--- src/rtl/game_over_overlay.sv ---
// Two-stage compositor that paints the "GAME OVER" banner over the background, with a frame-locked blink FSM.
// Build option: define GAME_OVER_DIM_EN to darken background pixels inside the banner box while it is visible.
module game_over_overlay #(
  parameter int          ORIGIN_X     = 192,
  parameter int          ORIGIN_Y     = 224,
  parameter int          BANNER_W     = 256,
  parameter int          BANNER_H     = 32,
  parameter int          BLINK_FRAMES = 30,
  parameter int          BLINK_COUNT  = 3,
  parameter logic [15:0] TEXT_COLOR   = 16'hF800
) (
  input  logic        vga_clk,
  input  logic        sys_rst_n,
  input  logic [9:0]  pix_x,
  input  logic [9:0]  pix_y,
  input  logic [15:0] bg_data,
  input  logic        frame_start,
  input  logic        game_over,
  input  logic        restart,
  output logic [7:0]  letter_x,
  output logic [7:0]  letter_y,
  input  logic        letter_bit,
  output logic [15:0] pix_data,
  output logic        overlay_on
);

  localparam int FCW     = (BLINK_FRAMES > 1) ? $clog2(BLINK_FRAMES + 1) : 1;
  localparam int HCW     = $clog2(2 * BLINK_COUNT + 1) > 0 ? $clog2(2 * BLINK_COUNT + 1) : 1;
  localparam logic [10:0] X_LO = 11'(ORIGIN_X);
  localparam logic [10:0] X_HI = 11'(ORIGIN_X + BANNER_W);
  localparam logic [10:0] Y_LO = 11'(ORIGIN_Y);
  localparam logic [10:0] Y_HI = 11'(ORIGIN_Y + BANNER_H);
  localparam logic [7:0]  OX8  = 8'(ORIGIN_X);
  localparam logic [7:0]  OY8  = 8'(ORIGIN_Y);
  localparam logic [FCW-1:0] FRAME_LAST = FCW'(BLINK_FRAMES - 1);
  localparam logic [HCW-1:0] HALF_LAST  = HCW'(2 * BLINK_COUNT - 1);

  typedef enum logic [1:0] {IDLE, WAIT_FRAME, BLINK, SHOW} state_t;

  state_t         state_reg, state_next;
  logic           vis_reg, vis_next;
  logic [FCW-1:0] frame_cnt_reg, frame_cnt_next;
  logic [HCW-1:0] half_cnt_reg, half_cnt_next;

  logic           in_win;
  logic           in_win_d_reg;
  logic [15:0]    bg_d_reg;
  logic [15:0]    pix_next;
  logic [7:0]     off_x, off_y;

  // 11-bit compares keep ORIGIN+size from wrapping at the 10-bit scan range.
  assign in_win = ({1'b0, pix_x} >= X_LO) && ({1'b0, pix_x} < X_HI) &&
                  ({1'b0, pix_y} >= Y_LO) && ({1'b0, pix_y} < Y_HI);
  assign off_x  = pix_x[7:0] - OX8;
  assign off_y  = pix_y[7:0] - OY8;

  always_ff @(posedge vga_clk or negedge sys_rst_n) begin
    if (!sys_rst_n) begin
      letter_x     <= '0;
      letter_y     <= '0;
      in_win_d_reg <= 1'b0;
      bg_d_reg     <= '0;
      pix_data     <= '0;
    end else begin
      letter_x     <= in_win ? off_x : 8'd0;
      letter_y     <= in_win ? off_y : 8'd0;
      in_win_d_reg <= in_win;
      bg_d_reg     <= bg_data;
      pix_data     <= pix_next;
    end
  end

  always_comb begin
    pix_next = bg_d_reg;
    if (vis_reg && in_win_d_reg) begin
      if (letter_bit) begin
        pix_next = TEXT_COLOR;
      end
`ifdef GAME_OVER_DIM_EN
      else begin
        // Halve each RGB565 field independently.
        pix_next = {1'b0, bg_d_reg[15:12], 1'b0, bg_d_reg[10:6], 1'b0, bg_d_reg[4:1]};
      end
`endif
    end
  end

  always_ff @(posedge vga_clk or negedge sys_rst_n) begin
    if (!sys_rst_n) begin
      state_reg     <= IDLE;
      vis_reg       <= 1'b0;
      frame_cnt_reg <= '0;
      half_cnt_reg  <= '0;
    end else begin
      state_reg     <= state_next;
      vis_reg       <= vis_next;
      frame_cnt_reg <= frame_cnt_next;
      half_cnt_reg  <= half_cnt_next;
    end
  end

  // vis only moves on frame_start (or restart), so no frame shows a partial banner.
  always_comb begin
    state_next     = state_reg;
    vis_next       = vis_reg;
    frame_cnt_next = frame_cnt_reg;
    half_cnt_next  = half_cnt_reg;
    if (restart) begin
      state_next     = IDLE;
      vis_next       = 1'b0;
      frame_cnt_next = '0;
      half_cnt_next  = '0;
    end else begin
      case (state_reg)
        IDLE: begin
          vis_next = 1'b0;
          if (game_over) state_next = WAIT_FRAME;
        end
        WAIT_FRAME: begin
          if (frame_start) begin
            state_next     = BLINK;
            vis_next       = 1'b1;
            frame_cnt_next = '0;
            half_cnt_next  = '0;
          end
        end
        BLINK: begin
          if (frame_start) begin
            if (frame_cnt_reg == FRAME_LAST) begin
              frame_cnt_next = '0;
              half_cnt_next  = half_cnt_reg + 1'b1;
              if (half_cnt_reg == HALF_LAST) begin
                state_next = SHOW;
                vis_next   = 1'b1;
              end else begin
                vis_next = ~vis_reg;
              end
            end else begin
              frame_cnt_next = frame_cnt_reg + 1'b1;
            end
          end
        end
        SHOW: vis_next = 1'b1;
        default: begin
          state_next = IDLE;
          vis_next   = 1'b0;
        end
      endcase
    end
  end

  assign overlay_on = (state_reg != IDLE);

endmodule
--- config.mk ---
export PLATFORM = sky130hd
export DESIGN_NAME = game_over_overlay
export DESIGN_NICKNAME = d
export VERILOG_FILES = /design/src/rtl/game_over_overlay.sv
export SDC_FILE = /design/constraint.sdc
export NUM_CORES = 1
export LEC_CHECK = 0
export ABC_AREA = 1
export BUFFER_PORTS_ARGS = -buffer_cell sky130_fd_sc_hd__buf_2
export CAP_MARGIN = 20
export CORE_MARGIN = 2
export CORE_UTILIZATION = 35
export CTS_CLUSTER_SIZE = 14
export DETAILED_ROUTE_END_ITERATION = 12
export PLACE_DENSITY = 0.69
export SLEW_MARGIN = 10
export SYNTH_ARGS = -nofsm -noshare
export SYNTH_HDL_FRONTEND = slang
export SYNTH_SLANG_ARGS = --single-unit
--- constraint.sdc ---
create_clock -name vga_clk -period 2.1 [get_ports vga_clk]
set_clock_uncertainty 0.1 [all_clocks]
set_input_delay 0.21 -clock vga_clk [delete_from_list [all_inputs] [get_ports vga_clk]]
set_output_delay 0.21 -clock vga_clk [all_outputs]
set_load 0.01 [all_outputs]
==> metrics.md <==
| Metric | Value |
|---|---|
| Sw Pwr | `709.2 µW` |
| Buffers plus inverters on the worst setup path | `1` |
| Total gr overflow | `0` |
| CTS tree | `done` |
| ANT nets after route | `0` |
| Syn_nets | `278` |
| Status | `complete, no violations` |
| RSZ-0062 raised after global routing | `no` |
| Core area | `6350 µm²` |
| Clock Latency Late Sink | `0.32 ns` |
| Commonest cells in the netlist | `60 x dfrtp_1, 46 x nand2_1, 41 x inv_1` |
| Share of the yosys chip area belonging to registers | `65.18%` |
| Slowest stage delay, CP | `0.42 ns` |
| Setup TNS | `0 ns` |
| Mapped Cells | `225` |
| Die area | `7246 µm²` |
| Critical Path Most Common Cell | `nor2_1` |
| Top_reg_cell synth | `dfrtp_1` |
| Area grow syn2layout | `41.28%` |
| GRT met1 Usage | `15.68%` |
| Cell family with most CP delay | `simple AND/OR/NAND/NOR gates` |
| GRT Overall Usage | `14.63%` |
| Antenna cells | `0` |
| # clock sinks | `60` |
| Critical path startpoint category | `flip-flop` |
| Post-route DRC violation count | `0` |
| Crit-path cells | `inv_1, ha_1, nor2_1, nand2_1, nand2_4, nor2_1, o21ai_0, nor2_1` |
| CTS clk-pin slew, worst paths | `0.07 ns` |
| Achievable Freq | `594.1 MHz` |
| Min Tclk post-route | `1.683 ns` |
| Warnings, synthesis | `0` |
| Worst-Margin Slew | `0.6132 ns` |
| Clk root buf | `clkbuf_8` |
| CP max-delay cell | `dfrtp_1` |
| Most frequent cell after synthesis | `dfrtp_1` |
| Ports | `75` |
| Int Pwr | `1.932 mW` |
| Global-route wire length before repair | `8349 µm` |
| Drt first pass iters | `4` |
| Clock power share | `35.5%` |
| Crit end category | `flip-flop` |
| Setup CP Type | `reg -> reg` |
| Post-synth ARST share | `100.0%` |
| DR vias | `1,811` |
| Hold Fails Final Rpt | `0` |
| Min Hold Slack | `0.07292 ns` |
| Global Route met2 Usage | `27.27%` |
| Distinct cells, synth | `24` |
| Met3 GRT Util | `3.988%` |
| Share of layout cells above drive strength 1 | `28.78%` |
| Initial Util | `36.28%` |
| Setup Fix Bufs, Post-CTS | `0` |
| Lkg Pwr | `1.826 nW` |
| Combinational power share | `16.9%` |
| WL/cell | `11.43 µm` |
| Vias in the first global route | `1,924` |
| Detail Placement HPWL | `3336 µm` |
| Pwr per Cell Area | `811.5 nW/µm²` |
| Worst-case clock buffer depth | `2` |
| Final setup fails | `0` |
| Total CTS buffers | `9` |
| Largest area contributor in the netlist | `dfrtp_1` |
| Register bit count reported by yosys | `60` |
| Vias/cell | `4.302` |
| GPL Wtd Cong | `0.8539` |
| Largest net degree at the start of global routing | `29` |
| Fin nets | `392` |
| CTS H-tree depth | `3` |
| Hold crit path type | `in -> reg` |
| Core Rows | `29` |
| Buffers on Ports | `74` |
| WP data arrival | `1.78 ns` |
| Slew Viols, Final | `0` |
| Syn Area/Cell | `10.24 µm²` |
| Crit Path Max Fanout | `7` |
| Largest cells by area after synthesis | `dfrtp_1 65%, nand2_1 7.5%, inv_1 6.7%` |
| Number of synthesized flops with an enable pin | `0` |
| Period utilization | `80.16%` |
| Die W | `85.13 µm` |
| Drt total wl | `4812 µm` |
| Initial antenna violation count | `0` |
| Starting DRC count in detailed routing | `73` |
| Max-Slew Margin vs Limit | `59.01%` |
| Max_cap viols | `0` |
| Worst path required time | `2.20 ns` |
| Switch share | `26.85%` |
| Worst VDD drop | `0.0005695 V` |
| CTS resizes | `0` |
| Post-synth top area share | `65.18%` |
| Total power | `2.641 mW` |
| Sequential share of power | `47.6%` |
| Die height | `85.13 µm` |
| Most crowded layer after global routing | `met2` |
| Synth Cell Area | `2303 µm²` |
==> stage by stage <==
step	setup WS, ns	util [%]	instances	area, µm²
floorplan	0.5965	-	225	2303
global placement	0.5132	43.70	376	2775
detailed placement	0.4238	43.70	376	2775
CTS	0.4183	51.25	421	3254
global route	0.2335	51.25	421	3254
finish	0.4167	51.25	421	3254
==> layer usage <==
metal / wire length, µm / vias to the layer above
met2: 2666 / 48
li1: - / 898
met3: 212 / 8
met1: 1852 / 857
met5: 0 / -
met4: 80 / 0
==> power groups by stage <==
stage          Sequential (mW)  Combinational, mW  Clock, mW
2_1_floorplan             1.28              0.251          0
3_3_place_gp              1.27              0.395          0
3_5_place_dp              1.28              0.408          0
4_1_cts                   1.26              0.452      0.972
5_1_grt                   1.26              0.519       1.03
6_report                  1.26              0.447      0.937
==> worst paths after layout <==
path,endpoint,from,slack (ns),cells past startpoint
setup / recovery,frame_cnt_reg[2],state_reg[0],0.42,8
hold / removal,in_win_d_reg,pix_x[9],0.07,4
setup reg to reg,frame_cnt_reg[2],state_reg[0],0.42,8
hold reg to reg,pix_data[1],bg_d_reg[1],0.33,2
max in group asynchronous,pix_data[9],sys_rst_n,0.92,3
min in group asynchronous,pix_data[14],sys_rst_n,0.33,2
==> worst register-to-register path, cell delays in order (launching register included) <==
cell and delay [ns]:
dfrtp_1 0.42, inv_1 0.08, ha_1 0.26, nor2_1 0.20, nand2_1 0.14, nand2_4 0.13
nor2_1 0.05, o21ai_0 0.13, nor2_1 0.05
==> cell usage in the layout (no fill, tap or decap), drive strengths merged <==
cell	instances
buf	76
clkbuf	13
clkinv	1
clkinvlp	2
conb	1
dfrtp	60
dlygate4sd3	29
ha	11
inv	43
nand2	48
nand3	6
nand3b	1
nand4	4
nor2	34
nor3	1
nor3b	1
o21ai	7
o21bai	1
o31ai	2
or2	2
xnor2	1
==> what timing repair did <==
action / 4_1_cts / 5_1_grt
hold buffers: 29 / 0
endpoints found under the hold margin: 54 / 0
setup endpoints to repair: 0 / 0
==> kinds of logic (layout without fill, tap and decap cells) <==
family	Yosys count	after routing	share of synthesized area, %
other cells	1	1	0.1628
compound gates	10	10	2.498
simple gates	97	97	18.36
xor+xnor	1	1	0.3803
flops	60	60	65.18
buf+inv	45	164	7.442
fa+ha+maj	11	11	5.975
==> cell type report <==
type,count,area (µm²)
fillers,569,3095
flip-flops and latches,60,1501
repair buffers,105,675.6
multi-input cells,120,630.6
clock buffers,13,168.9
inverters,43,161.4
well taps,77,96.34
clock inverters,3,20.02
No activity file was read; power rests on OpenSTA's default activity.
